===== config.mk =====
export PLATFORM = sky130hd
export DESIGN_NAME = lamp_pattern_seq_flat
export DESIGN_NICKNAME = d
export VERILOG_FILES = /design/src/rtl/lamp_pattern_seq_if.sv /design/src/rtl/lamp_pattern_seq.sv /design/src/flat_wrapper.sv
export SDC_FILE = /design/constraint.sdc
export NUM_CORES = 1
export LEC_CHECK = 0
export BUFFER_PORTS_ARGS = -buffer_cell sky130_fd_sc_hd__buf_2
export CAP_MARGIN = 20
export CELL_PAD_IN_SITES_DETAIL_PLACEMENT = 1
export CELL_PAD_IN_SITES_GLOBAL_PLACEMENT = 1
export CORE_MARGIN = 2
export CORE_UTILIZATION = 44
export DETAILED_ROUTE_END_ITERATION = 16
export GPL_TIMING_DRIVEN = 0
export HOLD_SLACK_MARGIN = 0.02
export PLACE_DENSITY_LB_ADDON = 0.2
export SLEW_MARGIN = 20
export SYNTH_ARGS = -nofsm -noshare
export SYNTH_HDL_FRONTEND = slang
export SYNTH_SLANG_ARGS = --single-unit

===== constraint.sdc =====
create_clock -name clk -period 2.5 [get_ports clk]
set_input_delay 0.625 -clock clk [delete_from_list [all_inputs] [get_ports clk]]
set_output_delay 0.625 -clock clk [all_outputs]
set_load 0.005 [all_outputs]

===== src/rtl/lamp_pattern_seq_if.sv =====
// rtl/lamp_pattern_seq_if.sv - command and lamp-bank signals for lamp_pattern_seq
interface lamp_pattern_seq_if #(
  parameter int N_LAMPS = 16
);
  logic               load;
  logic [3:0]         data_in;
  logic [N_LAMPS-1:0] lamp_ctl;
  logic               cycle_done;

  modport master (
    output load,
    output data_in,
    input  lamp_ctl,
    input  cycle_done
  );

  modport slave (
    input  load,
    input  data_in,
    output lamp_ctl,
    output cycle_done
  );
endinterface


===== src/rtl/lamp_pattern_seq.sv =====
// rtl/lamp_pattern_seq.sv - prescaled running-lamp pattern sequencer
module lamp_pattern_seq #(
  parameter int N_LAMPS     = 16,
  parameter int STEP_CYCLES = 1
) (
  input logic              clk,
  input logic              reset,
  lamp_pattern_seq_if.slave bus
);

  // MODE and FILL folded into one state; bounce direction lives in dir.
  typedef enum logic [2:0] {
    S_HOLD,
    S_LEFT_DOT,
    S_RIGHT_DOT,
    S_BOUNCE_DOT,
    S_LEFT_BAR,
    S_RIGHT_BAR,
    S_BOUNCE_BAR
  } state_t;

  localparam int PRE_W = (STEP_CYCLES > 1) ? $clog2(STEP_CYCLES) : 1;
  localparam logic [PRE_W-1:0]   PRE_LAST = PRE_W'(STEP_CYCLES - 1);
  localparam logic [N_LAMPS-1:0] PAT_LSB  = {{(N_LAMPS-1){1'b0}}, 1'b1};
  localparam logic [N_LAMPS-1:0] PAT_MSB  = {1'b1, {(N_LAMPS-1){1'b0}}};
  localparam logic [N_LAMPS-1:0] PAT_ALL  = {N_LAMPS{1'b1}};

  state_t             state, state_nxt;
  logic               inv, inv_nxt;
  logic               dir, dir_nxt;
  logic [N_LAMPS-1:0] pat, pat_nxt;
  logic [PRE_W-1:0]   pre, pre_nxt;
  logic               done_q, done_nxt;
  logic               step;
  logic [N_LAMPS-1:0] shifted;

  // State register; reset returns to HOLD with a dark pattern.
  always_ff @(posedge clk) begin
    if (reset) begin
      state  <= S_HOLD;
      inv    <= 1'b0;
      dir    <= 1'b0;
      pat    <= '0;
      pre    <= '0;
      done_q <= 1'b0;
    end else begin
      state  <= state_nxt;
      inv    <= inv_nxt;
      dir    <= dir_nxt;
      pat    <= pat_nxt;
      pre    <= pre_nxt;
      done_q <= done_nxt;
    end
  end

  // Next-state: load restarts the pattern, otherwise step on prescaler wrap.
  always_comb begin
    state_nxt = state;
    inv_nxt   = inv;
    dir_nxt   = dir;
    pat_nxt   = pat;
    pre_nxt   = (pre == PRE_LAST) ? '0 : pre + 1'b1;
    done_nxt  = 1'b0;
    shifted   = '0;
    step      = !bus.load && (pre == PRE_LAST);

    if (bus.load) begin
      pre_nxt = '0;
      inv_nxt = bus.data_in[3];
      case (bus.data_in[2:0])
        3'b001:  state_nxt = S_LEFT_DOT;
        3'b010:  state_nxt = S_RIGHT_DOT;
        3'b011:  state_nxt = S_BOUNCE_DOT;
        3'b101:  state_nxt = S_LEFT_BAR;
        3'b110:  state_nxt = S_RIGHT_BAR;
        3'b111:  state_nxt = S_BOUNCE_BAR;
        default: state_nxt = S_HOLD;
      endcase
      // HOLD freezes whatever is showing; run modes restart from an end lamp.
      case (bus.data_in[1:0])
        2'b01, 2'b11: begin
          pat_nxt = PAT_LSB;
          dir_nxt = 1'b0;
        end
        2'b10: begin
          pat_nxt = PAT_MSB;
          dir_nxt = 1'b0;
        end
        default: ;
      endcase
    end else if (step) begin
      case (state)
        S_LEFT_DOT: begin
          pat_nxt  = {pat[N_LAMPS-2:0], pat[N_LAMPS-1]};
          done_nxt = pat[N_LAMPS-1];
        end
        S_RIGHT_DOT: begin
          pat_nxt  = {pat[0], pat[N_LAMPS-1:1]};
          done_nxt = pat[0];
        end
        S_LEFT_BAR: begin
          if (pat == PAT_ALL) begin
            pat_nxt  = '0;
            done_nxt = 1'b1;
          end else begin
            pat_nxt = {pat[N_LAMPS-2:0], 1'b1};
          end
        end
        S_RIGHT_BAR: begin
          if (pat == PAT_ALL) begin
            pat_nxt  = '0;
            done_nxt = 1'b1;
          end else begin
            pat_nxt = {1'b1, pat[N_LAMPS-1:1]};
          end
        end
        S_BOUNCE_DOT: begin
          if (!dir) begin
            shifted = pat << 1;
            dir_nxt = shifted[N_LAMPS-1];
          end else begin
            shifted  = pat >> 1;
            dir_nxt  = !shifted[0];
            done_nxt = shifted[0];
          end
          pat_nxt = shifted;
        end
        S_BOUNCE_BAR: begin
          if (!dir) begin
            shifted = {pat[N_LAMPS-2:0], 1'b1};
            dir_nxt = (shifted == PAT_ALL);
          end else begin
            shifted  = pat >> 1;
            dir_nxt  = (shifted != PAT_LSB);
            done_nxt = (shifted == PAT_LSB);
          end
          pat_nxt = shifted;
        end
        default: ;
      endcase
    end
  end

  assign bus.lamp_ctl   = pat ^ {N_LAMPS{inv}};
  assign bus.cycle_done = done_q;

endmodule


===== src/flat_wrapper.sv =====
// flat-port wrapper written by rule: the top's interface ports become plain ports
module lamp_pattern_seq_flat 
#(
  parameter int N_LAMPS     = 16,
  parameter int STEP_CYCLES = 1
)
  (clk, reset, bus_load, bus_data_in, bus_lamp_ctl, bus_cycle_done);
  lamp_pattern_seq_if #(.N_LAMPS(N_LAMPS)) bus_i ();
  input logic clk;
  input logic reset;
  input wire logic [$bits(bus_i.load)-1:0] bus_load;
  input wire logic [$bits(bus_i.data_in)-1:0] bus_data_in;
  output wire logic [$bits(bus_i.lamp_ctl)-1:0] bus_lamp_ctl;
  output wire logic [$bits(bus_i.cycle_done)-1:0] bus_cycle_done;
  assign bus_i.load = bus_load;
  assign bus_i.data_in = bus_data_in;
  assign bus_lamp_ctl = bus_i.lamp_ctl;
  assign bus_cycle_done = bus_i.cycle_done;
  lamp_pattern_seq #(.N_LAMPS(N_LAMPS), .STEP_CYCLES(STEP_CYCLES)) u_core (.clk(clk), .reset(reset), .bus(bus_i));
endmodule

Word-level counts from Yosys, hierarchy flattened
Index checks and enable logic that the tools add are counted.
- logic and storage cells: 63
- input bits: 7
- flip-flop bits (word level): 23
- output and inout port bits: 17
- bitwise operators: 3
- reductions and logical operators: 13
- muxes and demuxes: 19
- add/sub/neg operators: 1
- eq/ne operators: 21
- operator list (operator ; count):
    2-to-1 mux 16 bit ; 6
    one-hot mux 16 bit (6 select lines) ; 1
    one-hot mux 16 bit (2 select lines) ; 1
    equality test 3 bit (second input constant) ; 6
    one-hot mux 3 bit (6 select lines) ; 1
    equality test 16 bit (second input constant) ; 1
    XOR 16 bit ; 1
    equality test 15 x 1 -> 1 bit (second input constant) ; 1
    equality test 15 bit (second input constant) ; 1
    inequality test 15 x 1 -> 1 bit (second input constant) ; 1
    equality test 3 x 2 -> 1 bit (second input constant) ; 4
    OR reduction 3 bit ; 3
    2-to-1 mux 1 bit ; 8
    nonzero test 7 bit ; 1
    equality test 3 x 1 -> 1 bit (second input constant) ; 2
    AND reduction 3 bit ; 2
    one-hot mux 1 bit (5 select lines) ; 1
    equality test 2 bit (second input constant) ; 2
    OR reduction 2 bit ; 2
    inequality test 3 x 1 -> 1 bit (second input constant) ; 1
    nonzero test 3 bit ; 1
    equality test 2 x 1 -> 1 bit (second input constant) ; 1
    logical NOT 1 bit ; 2
    inequality test 2 bit (second input constant) ; 1
    5 further kinds ; 6

Logic depth before layout (Yosys ltp)
Gate-level depths: netlist (run 1).
- depth after elaboration: 5
- depth in mapped cells: 8
- mapped depth without buffers: 5

Least setup slack after synthesis (run 1)
OpenSTA, ideal clock, no wires.
- kind: input -> register
- start: input bus_load
- end: register u_core.pat[10]
- cell stages on the path: 7
- library setup time: 117 ps
- setup slack: 675 ps
- arrival: 1708 ps
- path through: clkbuf_1 -> o21a_1 -> a31oi_1 -> and2b_1 -> buf_2 -> a32oi_1 -> nand2_1
- cells in the longest elaborated chain, start to end: 4
- elaborated cells between the ends (all ways): 7
- those cells by class: eq/ne (1); mux (1); reduce/logical (5)
- ends and longest elaborated chain (item ; RTL line ; RTL):
    start: declaration ; flat_wrapper.sv:11 ; input wire logic [$bits(bus_i.load)-1:0] bus_load;
    logical NOT 1 bit ; lamp_pattern_seq.sv:65 ; step = !bus.load && (pre == PRE_LAST);
    logical AND 1 bit ; lamp_pattern_seq.sv:65 ;
    nonzero test 2 bit (no source line) ; -- ;
    AND reduction 3 bit (no source line) ; -- ;
    end signal: assignment ; lamp_pattern_seq.sv:50 ; pat <= pat_nxt;
    end: declaration ; lamp_pattern_seq.sv:31 ; logic [N_LAMPS-1:0] pat, pat_nxt;
Several ways; a longest one is shown, not always the timed one.
A chain may end at the register's enable or synchronous reset.

Final worst setup path (run 1)
- start: register u_core.inv
- end: output bus_lamp_ctl[8]
- cells in the longest elaborated chain, start to end: 1
- ends and longest elaborated chain (item ; RTL line ; RTL):
    start: declaration ; lamp_pattern_seq.sv:29 ; logic inv, inv_nxt;
    start signal: assignment ; lamp_pattern_seq.sv:48 ; inv <= inv_nxt;
    XOR 16 bit ; lamp_pattern_seq.sv:144 ; assign bus.lamp_ctl = pat ^ {N_LAMPS{inv}};
    end: declaration ; flat_wrapper.sv:13 ; output wire logic [$bits(bus_i.lamp_ctl)-1:0] bus_lamp_ctl;
Every way passes these cells.

==> metrics.csv, run 1 <==
metric;value;unit
root_buffer;clkbuf_4;
netlist.area_leader.share;32.2;%
setup_ws;0.284;ns
io_pins;24;
drcViolationCount;0;
dp_cells;245;
grt_max_degree;13;
cts_max_path_buffers;2;
routabilityCongestion;0.837;
die_y;61.0;µm
cts_resized;0;
arrival;1.59;ns
clk_latency;0.32;ns
ant_nets;0;
yosys_register_bits;23;
whs_path_depth;3;
vdd_drop_max;0.000316;V
power.total;679;µW
antenna_found_initial;0;
synthTopCellsByArea;dfxtp_1, xor2_1, a32oi_1, nand3_1, nand2_1;
finalSetupViolations;0;
drt-initial-drc-count;92;
worst-slew-pin-transition;0.664;ns
core.rowCount;20;
die_area;3720;µm²
pre_cts_ws;0.256;ns
path_cells;buf_2 -> xor2_1 -> buf_2;
fin_nets;212;
core_area;3080;µm²
synthCells;180;
syn_area_per_cell;7.94;µm²
path_class;register to primary output;
ff2ff_path_depth;7;
cpMostUsedCell;buf_2;
timing.final.max_slew_violations;0;
grtUsageTotal;24.8;%
p_per_area;421;nW/µm²
required;1.88;ns
htreeDepth;1;
grt_pass1_wl;6910;µm
via_count;1457;
synth_warnings;0;
drive_gt1_share;18.6;%
dr.pass1.iters;4;
finalClockSkew;0.0150;ns
power_leakage;0.000749;µW
endpoint_kind;primary output;
crit_slowest_cell;dfxtp_1;
run_status;finished, final reports clean;
cts_made_buffers;3;
grt_pass1_vias;1435;
grt_overflow;0;
area_delta_synth_final;12.8;%
routed_via_density;5.88;
relSlewSlack;55.3;%
dp_hpwl;3080;µm
wl_per_cell;16.5;µm
critPathMaxFanout;10;
clock-sinks;23;
hp-class;input pin to register;
synth_nets;187;
clk_pin_slew;0.13;ns
cpPeakStageDelay;0.59;ns
post_cts_buffers;0;
synth_area;1430;µm²
port_buffers;21;
diodes;0;
cts_tree;yes;
die_w;61.0;µm
yosysUniqueCellTypes;37;
start_util;46.4;%
setup_tns;0;ns
max_freq;0.451;GHz
hold_buffers;0;
fin_cells;248;
hold_viol_final;0;
rsz0062_at_grt;false;
start_kind;register;
wirelength;4100;µm
synth_top_area_cell;dfxtp_1;
maxCapViolCount;0;
holdWs;0.547;ns
fin_crit;2.22;ns
finalCritPeriodShare;88.6;%
yosysSeqAreaShare;32.2;%
## stage by stage
stage | area, µm² | utilization [%]
after floorplan | 1430 | -
after detailed placement | 1590 | 51.6
after global placement | 1590 | 51.6
after CTS | 1620 | 52.5
after global routing | 1610 | 52.4
final | 1610 | 52.4
## registers in the layout (all words and copies together) (netlist names)
signal	count
u_core.bus.cycle_done	1
u_core.dir	1
u_core.inv	1
u_core.pat	16
u_core.pre	1
u_core.state	3
## layout by cell type (no fill, tap or decap), types with 2 or more instances in the layout
| master | netlist | routed |
|---|---|---|
| nand4_1 | 5 | 5 |
| a21oi_1 | 8 | 8 |
| o211ai_1 | 2 | 2 |
| nor2b_1 | 4 | 4 |
| nand2b_1 | 3 | 3 |
| nor2_1 | 8 | 8 |
| nand2_1 | 19 | 19 |
| mux2i_1 | 2 | 2 |
| o21ai_0 | 6 | 6 |
| nor3_1 | 2 | 2 |
| or3_1 | 2 | 2 |
| clkbuf_4 | 0 | 3 |
| xor2_1 | 17 | 17 |
| nand3_1 | 20 | 20 |
| a32oi_1 | 14 | 14 |
| dfxtp_1 | 23 | 23 |
| a31oi_1 | 4 | 4 |
| nand3b_1 | 2 | 2 |
| inv_1 | 4 | 4 |
| clkbuf_1 | 7 | 7 |
| nor4_1 | 4 | 4 |
| buf_2 | 8 | 29 |
## cell usage after synthesis
cell and instances:
dfxtp_1 23, nand3_1 20, nand2_1 19, xor2_1 17, a32oi_1 14, a21oi_1 8, buf_2 8, nor2_1 8
clkbuf_1 7, o21ai_0 6, nand4_1 5, a31oi_1 4, inv_1 4, nor2b_1 4, nor4_1 4, nand2b_1 3
mux2i_1 2, nand3b_1 2, nor3_1 2, o211ai_1 2, or3_1 2, a211oi_1 1, a21boi_0 1, a21o_1 1
a221oi_1 1, and2b_1 1, buf_6 1, conb_1 1, mux2_2 1, nor4b_1 1, o211ai_2 1, o21a_1 1
o21bai_1 1, o2bb2ai_2 1, o41ai_2 1, or2_2 1, or4_1 1
## layout make-up
class | count | area, µm²
inverter | 4 | 15.0
clock buffer | 4 | 26.3
tap | 44 | 55.1
sequential | 23 | 460
multi-input combinational | 137 | 876
buffer | 15 | 73.8
timing repair buffer | 21 | 105
fill | 405 | 1470
## power breakdown
group          switching [µW]  leakage [µW]  internal [µW]
Combinational            74.2      0.000547           48.5
Clock                     110     0.0000150           62.4
Sequential               9.78      0.000187            374
Total                     194      0.000749            485
## cell families (layout without fill, tap and decap cells)
family	Yosys count	count (layout)	synth area share, %
AO/OA/AOI/OAI	43	43	22.6
XOR/XNOR	17	17	10.4
buffers and inverters	20	44	6.48
flip-flops	23	23	32.2
multiplexers	3	3	2.19
other	1	1	0.262
AND/OR/NAND/NOR	73	73	25.8
## critical path, delay by kind of cell (launching register included)
family	cells	cell delay [ns]
xor+xnor	1	0.18
buf+inv	2	0.50
flops	1	0.59
## worst paths after layout
check / start / endpoint / slack (ns)
setup reg to reg: u_core.pat[15]$_SDFFE_PP0P_ / u_core.pat[10]$_SDFFE_PP0P_ / 0.38
hold / removal: bus_data_in[3] / u_core.inv$_SDFFE_PP0P_ / 0.55
hold reg to reg: u_core.pat[10]$_SDFFE_PP0P_ / u_core.pat[9]$_SDFFE_PP0P_ / 0.55
setup / recovery: u_core.inv$_SDFFE_PP0P_ / bus_lamp_ctl[8] / 0.28
## per-layer routing
layer  part of all wire (%)  global-route usage, %  vias up  wire [µm]
li1                       -                      -      705          -
met1                     47                   33.3      713       1910
met2                     49                   40.1       35       1990
met3                    3.8                   5.54        4        157
met4                   0.98                   6.83        0         40
met5                      0                      0        -          0
No activity file was read; power rests on OpenSTA's default activity.
==> run 2: changes to the inputs <==
--- a/config.mk
+++ b/config.mk
@@ -5,12 +5,13 @@
 export SDC_FILE = /design/constraint.sdc
 export NUM_CORES = 1
 export LEC_CHECK = 0
+export ABC_AREA = 1
 export BUFFER_PORTS_ARGS = -buffer_cell sky130_fd_sc_hd__buf_2
 export CAP_MARGIN = 20
 export CELL_PAD_IN_SITES_DETAIL_PLACEMENT = 1
 export CELL_PAD_IN_SITES_GLOBAL_PLACEMENT = 1
 export CORE_MARGIN = 2
-export CORE_UTILIZATION = 44
+export CORE_UTILIZATION = 43
 export DETAILED_ROUTE_END_ITERATION = 16
 export GPL_TIMING_DRIVEN = 0
 export HOLD_SLACK_MARGIN = 0.02
==> metrics.csv, run 2 <==
metric;value;unit;change
run_status;finished, final reports clean;;unchanged
wirelength;4510;µm;was 4100 µm
cpPeakStageDelay;0.41;ns;was 0.59 ns
drive_gt1_share;20.6;%;was 18.6%
yosysUniqueCellTypes;29;;was 37
netlist.area_leader.share;27.9;%;was 32.2%
cts_resized;0;;unchanged
hp-class;register to register;;was input pin to register
worst-slew-pin-transition;0.515;ns;was 0.664 ns
area_delta_synth_final;13.0;%;was 12.8%
hold_viol_final;0;;unchanged
dr.pass1.iters;4;;unchanged
grt_overflow;0;;unchanged
crit_slowest_cell;clkbuf_1;;was dfxtp_1
timing.final.max_slew_violations;0;;unchanged
power.total;794;µW;was 679 µW
io_pins;24;;unchanged
synth.most_common_cell;nand2_1;;was dfxtp_1
antenna_found_initial;0;;unchanged
clock-sinks;23;;unchanged
drcViolationCount;0;;unchanged
post_cts_buffers;0;;unchanged
yosysSeqAreaShare;27.9;%;was 32.2%
reg.largest.list;u_core.pat: 16 flops, u_core.state: 3 flops;;unchanged
routed_via_density;5.17;;was 5.88
fin_crit;2.32;ns;was 2.22 ns
cts_tree;yes;;unchanged
clk_latency;0.27;ns;was 0.32 ns
start_kind;register;;unchanged
die_y;66.0;µm;was 61.0 µm
vdd_drop_max;0.000252;V;was 0.000316 V
rsz0062_at_grt;false;;unchanged
fin_nets;290;;was 212
ant_nets;0;;unchanged
grt_pass1_wl;7930;µm;was 6910 µm
cts_made_buffers;3;;unchanged
largest_reg_flops;16;;unchanged
hold_buffers;0;;unchanged
ff2ff_path_depth;10;;was 7
finalClockSkew;0.00511;ns;was 0.0150 ns
critPathLaunch;u_core.inv$_SDFFE_PP0P_;;unchanged
ys.flop_type;dfxtp_1;;unchanged
required;1.88;ns;about the same
via_count;1705;;was 1,457
dp_hpwl;3500;µm;was 3080 µm
synth_nets;263;;was 187
synthArstFlopShare;0;%;unchanged
core.rowCount;22;;was 20
path_class;register to primary output;;unchanged
num-fill-cells;544;;was 405
root_buffer;clkbuf_8;;was clkbuf_4
diodes;0;;unchanged
htreeDepth;1;;unchanged
holdWs;0.526;ns;was 0.547 ns
max_freq;0.431;GHz;was 0.451 GHz
wl_per_cell;13.7;µm;was 16.5 µm
core_area;3690;µm²;was 3080 µm²
synth_area;1650;µm²;was 1430 µm²
maxCapViolCount;0;;unchanged
finalSetupViolations;0;;unchanged
grt_max_degree;13;;unchanged
synth_warnings;0;;unchanged
synthCells;256;;was 180
grt_pass1_vias;1727;;was 1,435
synthTopCellsByArea;dfxtp_1, nand2_1, xor2_1, nand3_1, inv_1;;was dfxtp_1, xor2_1, a32oi_1, nand3_1, nand2_1
finalCritPeriodShare;92.8;%;was 88.6%
path_cells;clkbuf_1 -> buf_2 -> xor2_1 -> buf_2;;was buf_2 -> xor2_1 -> buf_2
die_w;66.0;µm;was 61.0 µm
cpMostUsedCell;buf_2;;unchanged
setup_tns;0;ns;unchanged
p_per_area;426;nW/µm²;was 421 nW/µm²
syn_area_per_cell;6.45;µm²;was 7.94 µm²
mostFrequentLayoutCells;nand2_1, buf_2, inv_1;;was buf_2, dfxtp_1, nand3_1
final_common_cell;nand2_1;;was buf_2
r2r_end;u_core.pat[1]$_SDFFE_PP0P_;;was u_core.pat[10]$_SDFFE_PP0P_
critPathMaxFanout;10;;unchanged
yosys_register_bits;23;;unchanged
synth_top_area_cell;dfxtp_1;;unchanged
drt-initial-drc-count;86;;was 92
rrSetupSlack;0.72;ns;was 0.38 ns
clk_pin_slew;0.09;ns;was 0.13 ns
relSlewSlack;65.7;%;was 55.3%
cp-endpoint;bus_lamp_ctl[4];;was bus_lamp_ctl[8]
power_leakage;0.000920;µW;was 0.000749 µW
grtUsageTotal;23.6;%;was 24.8%
routabilityCongestion;0.904;;was 0.837
cts_max_path_buffers;2;;unchanged
synth_edf_count;0;;unchanged
endpoint_kind;primary output;;unchanged
synth_common_cells;nand2_1, inv_1, dfxtp_1, nor2_1, nand3_1;;was dfxtp_1, nand3_1, nand2_1, xor2_1, a32oi_1
timing.rr.start;u_core.pat[3]$_SDFFE_PP0P_;;was u_core.pat[15]$_SDFFE_PP0P_
port_buffers;22;;was 21
die_area;4350;µm²;was 3720 µm²
largest-register;u_core.pat;;unchanged
start_util;44.7;%;was 46.4%
finish.utilization;50.6;%;was 52.4%
arrival;1.70;ns;was 1.59 ns
run 2: cell count changes in the layout (fill, tap and decap cells not counted), sizes merged, moves of 4 or more:
cell   previous run  this run
nand2            19        86
inv               4        27
nor2              8        26
o21ai             6        23
a32oi            14         0
a21oi             8        12
nor2b             4         0
nor4              4         0
run 2: cell families after synthesis:
| group | synth area share [%] |
|---|---|
| buffers and inverters | 10.5 |
| AND/OR/NAND/NOR | 38.0 |
| flip-flops | 27.9 |
| AO/OA/AOI/OAI | 14.9 |
| XOR/XNOR | 8.49 |
| other | 0.227 |
run 2: power by group:
part,internal [µW],switching (µW)
Clock,114,124
Sequential,374,9.40
Combinational,61.0,111
Total,549,245
run 2: critical path, delay by kind of cell (launching register included):
| kind | cells | cell delay [ns] |
|---|---|---|
| buf+inv | 3 | 0.93 |
| flops | 1 | 0.32 |
| xor+xnor | 1 | 0.18 |
run 2: how the worst min path moves through the flow:
stage	from	depth (start not counted)	slack [ns]	to
detailed placement	u_core.pat[7]$_SDFFE_PP0P_	2	0.52	u_core.pat[7]$_SDFFE_PP0P_
global route	u_core.pat[5]$_SDFFE_PP0P_	2	0.57	u_core.pat[5]$_SDFFE_PP0P_
CTS	u_core.pat[7]$_SDFFE_PP0P_	2	0.53	u_core.pat[7]$_SDFFE_PP0P_
finish	u_core.pat[7]$_SDFFE_PP0P_	2	0.53	u_core.pat[7]$_SDFFE_PP0P_
global placement	u_core.pat[7]$_SDFFE_PP0P_	2	0.51	u_core.pat[7]$_SDFFE_PP0P_
floorplan	u_core.dir$_SDFFE_PP0P_	2	0.47	u_core.dir$_SDFFE_PP0P_
run 2: metal layers:
layer / up-vias / part of all wire (%) / global-route usage, %
li1: 861 / - / -
met1: 810 / 49 / 33.1
met2: 26 / 46 / 38.0
met3: 8 / 3.1 / 3.07
met4: 0 / 1.7 / 6.38
met5: - / 0 / 0
run 2: final cells by class:
class                   count  area (µm²)  share of cell area (%)
well taps                  48        60.1                    3.22
multi-input cells         196        1020                    54.5
inverters                  27         101                    5.43
flip-flops and latches     23         460                    24.7
clock buffers               4        45.0                    2.41
repair buffers             22         110                    5.90
plain buffers              10        72.6                    3.89
run 2: per-stage QoR:
stage          std cells  area [µm²]  setup slack, ns
2_1_floorplan        256        1650            0.783
5_1_grt              330        1870           0.0166
6_report             330        1870            0.179
4_1_cts              330        1870            0.158
3_5_place_dp         326        1820            0.478
3_3_place_gp         326        1820            0.505
